File: src/rtl/seg_pkg.sv
// Shared constants for the seven-segment scan controller: register offsets,
// CTRL field positions, segment bit order and the hex-to-segment table.
package seg_pkg;

  localparam int unsigned DIGIT_STRIDE = 4;
  localparam logic [31:0] CTRL_OFFSET  = 32'h0000_0040;

  localparam int CTRL_EN_BIT     = 0;
  localparam int CTRL_HEX_BIT    = 1;
  localparam int CTRL_BRIGHT_LSB = 4;
  localparam int CTRL_MASK_LSB   = 16;

  localparam int SEG_A  = 0;
  localparam int SEG_G  = 6;
  localparam int SEG_DP = 7;

  // Active-high segment patterns for 0..F, bit0 = segment a.
  localparam logic [6:0] HEX_TABLE [16] = '{
    7'h3F, 7'h06, 7'h5B, 7'h4F, 7'h66, 7'h6D, 7'h7D, 7'h07,
    7'h7F, 7'h6F, 7'h77, 7'h7C, 7'h39, 7'h5E, 7'h79, 7'h71
  };

  function automatic int cnt_width(input int n);
    return (n > 1) ? $clog2(n) : 1;
  endfunction

endpackage

File: src/rtl/seg_hex_decode.sv
// Combinational hex nibble to seven-segment pattern (active-high, bit0 = a).
module seg_hex_decode
  import seg_pkg::*;
(
  input  logic [3:0]         val_i,
  output logic [SEG_G:SEG_A] seg_o
);

  assign seg_o = HEX_TABLE[val_i];

endmodule

File: src/rtl/seg_scan_ctrl.sv
// Memory-mapped multiplexed seven-segment controller: digit/CTRL registers with
// readback, hex decode, 16-level brightness PWM, per-digit blink, active-low pins.
module seg_scan_ctrl
  import seg_pkg::*;
#(
  parameter int          NUM_DIGITS = 6,
  parameter int          CLK        = 50,
  parameter int          SCAN_F     = 400,
  parameter int          BLINK_HZ   = 2,
  parameter logic [31:0] BASE_ADDR  = 32'h0000_0010
) (
  input  logic                  clk,
  input  logic                  res,
  input  logic                  re,
  input  logic                  we,
  input  logic [31:0]           addr,
  input  logic [31:0]           dataIn,
  output logic [31:0]           dataOut,
  output logic [7:0]            seg_data,
  output logic [NUM_DIGITS-1:0] seg_sel
);

  localparam int SCAN_CNT  = CLK * 1000000 / SCAN_F;
  localparam int SUB_CNT   = SCAN_CNT / 16;
  localparam int BLINK_CNT = CLK * 1000000 / (2 * BLINK_HZ);
  localparam int SUB_W     = cnt_width(SUB_CNT);
  localparam int BLINK_W   = cnt_width(BLINK_CNT);
  localparam int IDX_W     = cnt_width(NUM_DIGITS);

  logic [7:0]            digit_q [NUM_DIGITS];
  logic                  en_q, hex_q;
  logic [3:0]            bright_q;
  logic [NUM_DIGITS-1:0] mask_q;
  logic [31:0]           rd_q, rd_d, ctrl_rd;

  logic [SUB_W-1:0]      sub_q, sub_d;
  logic [3:0]            phase_q, phase_d;
  logic [IDX_W-1:0]      idx_q, idx_d;
  logic [BLINK_W-1:0]    blink_cnt_q, blink_cnt_d;
  logic                  blink_q, blink_d;

  logic [31:0]           offset;
  logic                  aligned, ctrl_hit;
  logic [NUM_DIGITS-1:0] digit_hit;
  logic                  unused_wdata;

  assign offset       = addr - BASE_ADDR;
  assign aligned      = (addr[1:0] == 2'b00);
  assign ctrl_hit     = aligned && (offset == CTRL_OFFSET);
  assign unused_wdata = ^dataIn;

  always_comb begin
    // NOTE: every always_comb output gets a default first so no latch is inferred.
    digit_hit = '0;
    for (int i = 0; i < NUM_DIGITS; i++) begin
      digit_hit[i] = aligned && (offset == 32'(DIGIT_STRIDE * i));
    end
  end

  // NOTE: the small digit register file is reset explicitly because its reset
  // contents are architecturally visible on readback and on the display.
  always_ff @(posedge clk) begin
    if (res) begin
      for (int i = 0; i < NUM_DIGITS; i++) begin
        digit_q[i] <= '0;
      end
      en_q     <= 1'b1;
      hex_q    <= 1'b0;
      bright_q <= 4'hF;
      mask_q   <= '0;
    end else begin
      for (int i = 0; i < NUM_DIGITS; i++) begin
        if (we && digit_hit[i]) digit_q[i] <= dataIn[7:0];
      end
      if (we && ctrl_hit) begin
        en_q     <= dataIn[CTRL_EN_BIT];
        hex_q    <= dataIn[CTRL_HEX_BIT];
        bright_q <= dataIn[CTRL_BRIGHT_LSB +: 4];
        mask_q   <= dataIn[CTRL_MASK_LSB +: NUM_DIGITS];
      end
    end
  end

  always_comb begin
    ctrl_rd                                 = '0;
    ctrl_rd[CTRL_EN_BIT]                    = en_q;
    ctrl_rd[CTRL_HEX_BIT]                   = hex_q;
    ctrl_rd[CTRL_BRIGHT_LSB +: 4]           = bright_q;
    ctrl_rd[CTRL_MASK_LSB +: NUM_DIGITS]    = mask_q;
  end

  // Read data is taken from pre-write state, so a same-cycle write returns old data.
  always_comb begin
    rd_d = '0;
    if (re) begin
      for (int i = 0; i < NUM_DIGITS; i++) begin
        if (digit_hit[i]) rd_d = {24'h0, digit_q[i]};
      end
      if (ctrl_hit) rd_d = ctrl_rd;
    end
  end

  always_comb begin
    sub_d       = sub_q + 1'b1;
    phase_d     = phase_q;
    idx_d       = idx_q;
    blink_cnt_d = blink_cnt_q + 1'b1;
    blink_d     = blink_q;
    if (sub_q == SUB_W'(SUB_CNT - 1)) begin
      sub_d   = '0;
      phase_d = phase_q + 4'd1;
      if (phase_q == 4'hF) begin
        idx_d = (idx_q == IDX_W'(NUM_DIGITS - 1)) ? '0 : idx_q + 1'b1;
      end
    end
    if (blink_cnt_q == BLINK_W'(BLINK_CNT - 1)) begin
      blink_cnt_d = '0;
      blink_d     = ~blink_q;
    end
  end

  // NOTE: sequential state is updated with non-blocking assignments only.
  always_ff @(posedge clk) begin
    if (res) begin
      sub_q       <= '0;
      phase_q     <= '0;
      idx_q       <= '0;
      blink_cnt_q <= '0;
      blink_q     <= 1'b0;
      rd_q        <= '0;
    end else begin
      sub_q       <= sub_d;
      phase_q     <= phase_d;
      idx_q       <= idx_d;
      blink_cnt_q <= blink_cnt_d;
      blink_q     <= blink_d;
      rd_q        <= rd_d;
    end
  end

  logic [7:0]         cur_digit, pattern;
  logic [SEG_G:SEG_A] hex_seg;
  logic               lit;

  assign cur_digit = digit_q[idx_q];

  seg_hex_decode u_hex (
    .val_i (cur_digit[3:0]),
    .seg_o (hex_seg)
  );

  assign pattern  = hex_q ? {cur_digit[SEG_DP], hex_seg} : cur_digit;
  assign lit      = en_q && (phase_q <= bright_q) && !(blink_q && mask_q[idx_q]);
  assign seg_sel  = lit ? ~(NUM_DIGITS'(1) << idx_q) : '1;
  assign seg_data = lit ? ~pattern : 8'hFF;
  assign dataOut  = rd_q;

endmodule

File: config.mk
export PLATFORM = sky130hd
export DESIGN_NAME = seg_scan_ctrl
export DESIGN_NICKNAME = d
export VERILOG_FILES = /design/src/rtl/seg_pkg.sv /design/src/rtl/seg_hex_decode.sv /design/src/rtl/seg_scan_ctrl.sv
export SDC_FILE = /design/constraint.sdc
export NUM_CORES = 1
export LEC_CHECK = 0
export BUFFER_PORTS_ARGS = -buffer_cell sky130_fd_sc_hd__buf_2
export CORE_MARGIN = 5
export CORE_UTILIZATION = 45
export CTS_BUF_LIST = sky130_fd_sc_hd__clkbuf_8
export DETAILED_ROUTE_END_ITERATION = 8
export MAX_ROUTING_LAYER = met4
export PLACE_DENSITY = 0.69
export SYNTH_ARGS = -nofsm -noshare
export SYNTH_HDL_FRONTEND = slang
export SYNTH_SLANG_ARGS = --single-unit
File: constraint.sdc
create_clock -name clk -period 2.6 [get_ports clk]
set_input_delay 0.13 -clock clk [delete_from_list [all_inputs] [get_ports clk]]
set_output_delay 0.13 -clock clk [all_outputs]
set_load 0.03 [all_outputs]
# [Word-level counts from Yosys, hierarchy flattened]
# Memories as Yosys holds them, arrays and structs flattened. A register that Yosys moved wholly into a read port is not among the register bits.
# Index checks and enable logic that the tools add are counted.
[classes] addsub=5 n_lt_le_gt_ge=3 eq_ne=10 shifts=1 n_mux=43 bitwise_logic=11 n_reduce_logical=26
[op_table] cell="22-bit two-way mux" n=6
[op_table] cell="32-bit by 4-bit equality test with 1-bit output, second input constant" n=2
[op_table] cell="32-bit by 5-bit equality test with 1-bit output, second input constant" n=2
[op_table] cell="8-bit two-way mux" n=8
[op_table] cell="32-bit by 3-bit equality test with 1-bit output, second input constant" n=1
[op_table] cell="32-bit by 7-bit equality test with 1-bit output, second input constant" n=1
[op_table] cell="32-bit logical NOT" n=1
[op_table] cell="32-bit by 5-bit subtractor with 32-bit output, second input constant" n=1
[op_table] cell="24-bit by 1-bit adder with 24-bit output, second input constant" n=1
[op_table] cell="24-bit equality test, second input constant" n=1
[op_table] cell="1-bit two-way mux" n=21
[op_table] cell="7-bit two-way mux" n=3
[op_table] cell="1-bit logical AND" n=17
[op_table] cell="13-bit by 1-bit adder with 13-bit output, second input constant" n=1
[op_table] cell="13-bit equality test, second input constant" n=1
[op_table] cell="3-bit two-way mux" n=3
[op_table] cell="8-bit inverter" n=1
[op_table] cell="8-bit OR reduction" n=1
[op_table] cell="6-bit two-way mux" n=1
[op_table] cell="6-bit inverter" n=1
[op_table] cell="1-bit OR" n=6
[op_table] cell="2-bit OR reduction" n=3
[op_table] cell="1-bit by 3-bit << shifter with 6-bit output, first input constant" n=1
[op_table] cell="5-bit >= comparator, second input constant" n=1
[op_table] cell="other kinds (13)" n=14
[word_totals] ff_bits=89 ram_bits=48 mem_bits_ro=112 in_bits=68 out_inout_bits=46 word_cells=113 n_memories=2
[mem_list] name="(no name shown)" depth=16 word_bits=7 read_ports=1 rd_clocked_by_memory_dff=0 write_ports=0 line="seg_hex_decode.sv:9" rtl="assign seg_o = HEX_TABLE[val_i];"
[mem_list] name="digit_q" depth=6 word_bits=8 read_ports=7 rd_clocked_by_memory_dff=1 write_ports=6 line="seg_scan_ctrl.sv:30" rtl="logic [7:0] digit_q [NUM_DIGITS];"

# [Logic depth before layout (Yosys ltp)]
# Gate-level depths: netlist of run 1.
[depth] word_depth=10 mapped_depth=10 depth_no_buf=9

# [Hierarchy]
# From an unflattened synthesis of run 1, not the netlist that was laid out.
[hier_totals] hier_cells=678 hier_area_um2=6508.7
[by_module_without_submodules] module="seg_scan_ctrl" instances=1 cells_each=645 area_per_inst_um2=6221.0 seq_area_each_um2=2922.8
[by_module_without_submodules] module="seg_hex_decode" instances=1 cells_each=33 area_per_inst_um2=287.8 seq_area_each_um2=0.0

# [Least setup slack after synthesis of run 1]
# OpenSTA, ideal clock, no wires.
[synth_timing] path_type="reg-to-output" startpoint="register with a tool-made name" endpoint="output seg_data[2]" t_arrival_ns=3.147 required_time_ns=2.470 setup_slack_ns=-0.677 path_stages_with_launch=8 path_buffers=2 path_cell_list="dfxtp_1 -> clkbuf_1 -> buf_1 -> mux2i_1 -> a21oi_1 -> inv_1 -> ha_1 -> o311ai_0"
[synth_rtl] element="end: declaration" line="seg_scan_ctrl.sv:19" rtl="output logic [7:0] seg_data,"

==> impl_metrics.ini, run 1 <==
[status]
status = finished with violations
violations = setup timing

[power]
power_leakage_nw = 3.05
p_per_area_nw_per_um2 = 533
p_total_w = 0.00418
ir_worst_vdd_mv = 0.398

[timing]
fmaxAchievable_mhz = 363
min_period_ns = 2.75
maxSlewHeadroom_pct = 43.8
finalHoldViolations = 0
rsz0062_at_grt = yes
worst_pin_slew_ns = 0.837
fin_skew_ns = 0.00799
drv_slew = 0
fin_crit_sh_pct = 106
setup-violations-final = 7
worst_slack_ns = -0.154

[cells_and_area]
finish.utilization_pct = 56.5
synthToLayoutAreaGrowth_pct = 22.8
final_area_um2 = 7850
fin_cells = 986
drive_above_1_share_pct = 25.8
nets = 874
diodes = 0

[placement]
place_congestion = 0.879
place_ws_ns = -0.175
dp_hpwl_mm = 12.3
portBuffers = 77
placedCellCount = 930
placed_area_um2 = 7090

[die]
core_region_area_um2 = 13900
io_pins = 114
dieWidth_um = 129
dieArea_um2 = 16700
die_y_um = 129
initial_core_util_pct = 46.0
placementRows = 43

[setup_path]
crit_path_end = seg_data[4]
critPathMaxFanout = 4
rr_startpoint = blink_cnt_q[7]$_SDFF_PP0_
cp-start-kind = register
r2r_end = blink_cnt_q[9]$_SDFF_PP0_
required_ns = 2.47
cp_data_arrival_time_ns = 2.62
end_kind = output port
reg2reg_slack_ns = 0.62
rr_worst_depth = 5
path_class = register to output port

[clock_tree]
clk_pin_slew_ns = 0.07
cts_sinks = 122
cts_buffers = 17
cts_tree = built
max-clock-path-buffers = 2
htreeDepth = 4
clk_latency_ns = 0.45
root_buffer = clkbuf_8

[hold_path]
hp-class = input port to register
hp-start = res

[detailed_routing]
vias = 5488
met3WireLength_mm = 1.32
highest-signal-layer = met4
ant_nets = 0
wl_mm = 16.7
wl_met1_mm = 7.07
wire_per_inst_um = 16.9
drt_pass1_iterations = 7
drt_iter0_markers = 442
viasPerCell = 5.57
met2_wirelength_mm = 7.88
drcViolationCount = 0

[synth]
syn_area_per_cell_um2 = 9.55
synth_flop_cell = dfxtp_1
ys.warnings.count = 0
yosysTopAreaCellShare_pct = 23.2
synth_area_leader_cell = dfxtp_1
synth_cell_types = 60
synth_area_leaders = dfxtp_1 (23%), edfxtp_1 (23%), nor2_1 (6.2%)
ys_seq_elements = 122
syn_area_um2 = 6390
synth_edf_count = 48
async_flop_share_pct = 0
seq_area_frac_synth_pct = 45.8
synthCells = 669

[global_routing]
grt_pass1_vias = 5239
antenna_found_initial = 0
grt_pass1_wl_mm = 25.8
grt_max_degree = 25
grtUsageTotal_pct = 20.4
grt_overflow = 0

[job]
cap_violations = 0
## worst max-delay path, cell delays in order (launching register included)
cell	delay, ns
dfxtp_4	0.40
mux4_2	0.53
nor2_2	0.11
a21o_1	0.18
buf_4	0.14
buf_6	0.10
buf_6	0.10
ha_1	0.13
nand2b_1	0.10
a21oi_1	0.05
o22ai_1	0.12
nand2_1	0.09
buf_6	0.14
## cell usage after synthesis (all sizes together) (4+ instances only)
cell / n
o31ai: 9
mux2i: 18
buf: 27
o22ai: 5
ha: 13
xnor2: 12
mux2: 5
and4: 7
a21oi: 24
inv: 31
nand4: 21
nor4b: 4
or4: 9
o211ai: 11
or3: 8
nor4: 10
dfxtp: 74
a222oi: 5
xor2: 26
nor3: 7
clkbuf: 22
nor2: 107
nand2: 49
o21ai: 19
o41ai: 6
mux4: 9
and2: 11
edfxtp: 48
nor3b: 4
nand3: 23
and3: 10
## registers in the layout, summed over array words and instances (netlist names), named ones only
register / count
sub_q: 13
blink_q: 1
bright_q: 4
dataOut: 14
digit_q: 48
mask_q: 6
blink_cnt_q: 24
en_q: 1
hex_q: 1
phase_q: 4
idx_q: 3
## metrics by stage
step,hold slack [ns],setup TNS [ns]
3_5_place_dp,0.402,-6.18
2_1_floorplan,0.284,0
6_report,0.133,-0.898
5_1_grt,0.110,-1.95
3_3_place_gp,0.403,-1.84
4_1_cts,0.101,-0.779
## cell usage in the layout (no fill, tap or decap), types with 9 or more instances in the layout
master	Yosys	layout
nand3_1	23	23
nand4_1	21	21
o211ai_1	11	11
dlygate4sd3_1	0	14
inv_1	31	30
ha_1	13	9
conb_1	1	18
dfxtp_1	74	68
buf_4	18	47
a21oi_1	24	23
o21ai_0	19	17
buf_2	5	70
nor2_1	106	104
and2_1	11	11
clkbuf_8	0	17
and3_1	10	10
edfxtp_1	48	48
nor4_1	10	10
mux4_2	9	9
xor2_1	26	26
nand2_1	49	44
mux2i_1	18	18
xnor2_1	12	12
## cell families after synthesis
family | synth area share (%)
AOI/OAI and AO/OA | 11.1
DFF | 45.8
other | 0.0587
buffers and inverters | 6.15
xor gates and xnor gates | 5.21
and+or+nand+nor | 22.3
adders and majority gates | 2.55
muxes | 6.87
## timing repair
item / CTS / global route
hold buffers: 14 / 0
pin swaps: 7 / 6
endpoints found under the setup margin: 14 / 14
setup buffers: 5 / 4
hold endpoints to repair: 15 / 0
cloned: 0 / 1
gates resized for setup: 25 / 10
## power by group
part           switching, W  internal [W]
Combinational      0.000214      0.000131
Sequential        0.0000307       0.00203
Clock              0.000749       0.00103
## metal layers
metal / vias to the layer above / GRT usage, %
li1: 2637 / -
met1: 2611 / 25.5
met2: 214 / 32.3
met3: 26 / 4.37
met4: 0 / 8.21
met5: - / -
## worst min-delay path by stage
| stage | to | slack, ns | cells after the start |
|---|---|---|---|
| floorplan | hex_q$_SDFFE_PP0P_ | 0.28 | 2 |
| global placement | mask_q[0]$_SDFFE_PP0P_ | 0.40 | 3 |
| detailed placement | mask_q[5]$_SDFFE_PP0P_ | 0.40 | 3 |
| CTS | phase_q[0]$_SDFFE_PP0P_ | 0.10 | 2 |
| global route | dataOut[3]$_SDFF_PP0_ | 0.11 | 3 |
| finish | phase_q[0]$_SDFFE_PP0P_ | 0.13 | 2 |
## cell type report
cell class	instances	area [um2]
clock buffer	17	234
clock inverter	15	181
tap	180	225
sequential	122	2930
timing repair buffer	136	900
inverter	32	120
multi-input combinational	484	3250
fill	1184	6040
No activity file was read; power rests on OpenSTA's default activity.
==> inputs of run 2 (changes only) <==
ABC_AREA = 1   (was default)
PLACE_DENSITY = 0.68   (was 0.69)
SKIP_LAST_GASP = 1   (was default)
==> run 2 against run 1 <==
The run now ends clean. Fmax grew 9.5%. Die area grew 9.1%. Area after synthesis grew 9.9%. Register-to-register slack lost 0.35 ns. Via count grew 21%. Final cell count grew 32%. Routed wire length grew 11%. Clock skew grew 0.0033 ns. Power grew 5.9%. Worst setup slack gained 0.24 ns. First-iteration DRC count grew 32%. Core utilization shrank 1.5 points. Largest power group unchanged.
==> impl_metrics.ini, run 2 <==
[clock_tree]
max-clock-path-buffers = 2
root_buffer = clkbuf_8
cts_buffers = 17
cts_sinks = 122
htreeDepth = 4
cts_tree = built
clk_latency_ns = 0.44
clk_pin_slew_ns = 0.08

[synth]
ys.warnings.count = 0
syn_area_um2 = 7020
ys_seq_elements = 122
synth_edf_count = 48
synth_area_leader_cell = dfxtp_1
syn_area_per_cell_um2 = 7.30
seq_area_frac_synth_pct = 41.6
synth_area_leaders = dfxtp_1 (21%), edfxtp_1 (21%), nand2_1 (10%)
yosysTopAreaCellShare_pct = 21.1
async_flop_share_pct = 0
synth.most_common_cell = nand2_1
synthCells = 962
synth_flop_cell = dfxtp_1
ys_top_cells_by_count = nand2_1 (194), nor2_1 (180), inv_1 (122), nand3_1 (79), dfxtp_1 (74)
synth_cell_types = 55

[setup_path]
cpPeakStageDelay_ns = 0.36
cp_data_arrival_time_ns = 2.38
reg2reg_slack_ns = 0.27
path_buf_inv = 4
critPathMaxFanout = 7
end_kind = output port
cp_top_family = compound AO/OA/AOI/OAI gates
required_ns = 2.47
path_class = register to output port
crit_slowest_cell = dfxtp_2
cp-start-kind = register
worstPathCellList = inv_2, buf_6, nand2_1, o21ai_2, a21oi_2, o21ai_2, buf_6, ha_1, nand2_1, nor2_1, a31oi_1, o21ai_1, buf_4

[die]
dieWidth_um = 135
die_y_um = 135
placementRows = 45
dieArea_um2 = 18200
initial_core_util_pct = 46.0
io_pins = 114
core_region_area_um2 = 15300

[detailed_routing]
drcViolationCount = 0
wire_per_inst_um = 14.2
vias = 6616
drt_pass1_iterations = 5
drt_iter0_markers = 582
wl_mm = 18.5
ant_nets = 0
viasPerCell = 5.09

[cells_and_area]
fillerInstances = 1463
mostFrequentLayoutCell = nand2_1
diodes = 0
synthToLayoutAreaGrowth_pct = 19.6
nets = 1158
layout_common_cells = nand2_1 (192), nor2_1 (179), inv_1 (120)
drive_above_1_share_pct = 17.7
largest_reg_flops = 48
largest-register = digit_q

[timing]
fin_crit_sh_pct = 96.7
drv_slew = 0
holdWs_ns = 0.00971
maxSlewHeadroom_pct = 60.7
min_period_ns = 2.51
worst_slack_ns = 0.0859
fin_skew_ns = 0.0112
worst_pin_slew_ns = 0.586
rsz0062_at_grt = yes
fmaxAchievable_mhz = 398
setup-violations-final = 0
finalHoldViolations = 0

[global_routing]
grt_overflow = 0
antenna_found_initial = 0
grt_pass1_wl_mm = 29.9
grtUsageTotal_pct = 21.1
grt_max_degree = 25
grt_pass1_vias = 6258

[placement]
place_congestion = 0.895
portBuffers = 77
place_ws_ns = 0.203
dp_hpwl_mm = 13.5

[power]
power_leakage_nw = 3.61
p_comb_share_pct = 7.6
p_int_w = 0.00338
p_per_area_nw_per_um2 = 527
p_sw_w = 0.00105
seq_power_share_pct = 46.5
swShare_pct = 23.6
ir_worst_vdd_mv = 0.365
p_clk_share_pct = 45.9

[status]
status = finished clean

[job]
cap_violations = 0

[hold_path]
hp-class = input port to register
-- run 2: changes by cell type after synthesis, moves of 22 or more --
cell     delta
a21oi_1    +24
inv_1      +91
nand2_1   +145
nand3_1    +56
nor2_1     +74
o21ai_0    +22
-- run 2: layer usage --
layer | global-route usage, % | share of wire [%] | up-vias
met5 | - | 0 | -
met4 | 6.33 | 2.2 | 0
met3 | 4.62 | 7.3 | 38
met2 | 34.7 | 48 | 242
met1 | 26.1 | 43 | 2988
li1 | - | - | 3348
-- run 2: per-stage QoR --
stage                      TNS [ns]  instance area, um2  utilization, %  instances  total power [W]
after floorplan                   0                7080               -        979          0.00231
after global placement            0                7630            50.0       1249          0.00241
after detailed placement          0                7630            50.0       1249          0.00241
after CTS                 -0.000530                8290            54.4       1299          0.00444
after global routing         -0.251                8400            55.0       1301          0.00459
final                             0                8400            55.0       1301          0.00443
-- run 2: final cells by class --
| type | instances | area, um2 | area share, % |
|---|---|---|---|
| multi-input combinational | 691 | 3490 | 41.5 |
| sequential | 122 | 2930 | 34.8 |
| timing repair buffer | 117 | 757 | 9.02 |
| inverter | 128 | 484 | 5.77 |
| clock buffer | 21 | 289 | 3.44 |
| tap | 211 | 264 | 3.14 |
| clock inverter | 11 | 190 | 2.26 |
-- run 2: cell families after synthesis --
group | after synthesis | share of synthesized area, %
AO/OA/AOI/OAI | 121 | 10.2
XOR/XNOR | 8 | 0.998
adder cells (fa/ha/maj) | 13 | 2.32
buffers and inverters | 166 | 10.6
flip-flops | 122 | 41.6
other | 1 | 0.0534
AND/OR/NAND/NOR | 531 | 34.2
-- run 2: timing repair --
action / CTS / global route
buffers inserted: 5 / 2
pin swaps: 1 / 6
endpoints found under the hold margin: 7 / 0
endpoints found under the setup margin: 8 / 22
gates resized for setup: 10 / 32
hold buffers: 13 / 0
-- run 2: power groups by stage --
stage          registers (W)  clock network [W]  logic [W]
2_1_floorplan        0.00209                  0   0.000220
3_3_place_gp         0.00210                  0   0.000313
3_5_place_dp         0.00210                  0   0.000315
4_1_cts              0.00206            0.00206   0.000326
5_1_grt              0.00206            0.00216   0.000374
6_report             0.00206            0.00203   0.000337
-- run 2: worst register-to-register path, delay by kind of cell, from the launching register on --
kind	cells	cell delay [ns]
buffers and inverters	3	0.24
AND/OR/NAND/NOR	10	1.28
flip-flops	1	0.35
AO/OA/AOI/OAI	2	0.19
adder cells (fa/ha/maj)	1	0.17
-- run 2: path summary, 6_finish.rpt --
check,depth (start not counted),from,end
max,13,register,seg_data[2]
min,2,res,mask_q[5]$_SDFFE_PP0P_
max reg2reg,16,blink_cnt_q[0]$_SDFF_PP0_,blink_cnt_q[20]$_SDFF_PP0_
min reg2reg,1,blink_cnt_q[0]$_SDFF_PP0_,blink_cnt_q[0]$_SDFF_PP0_
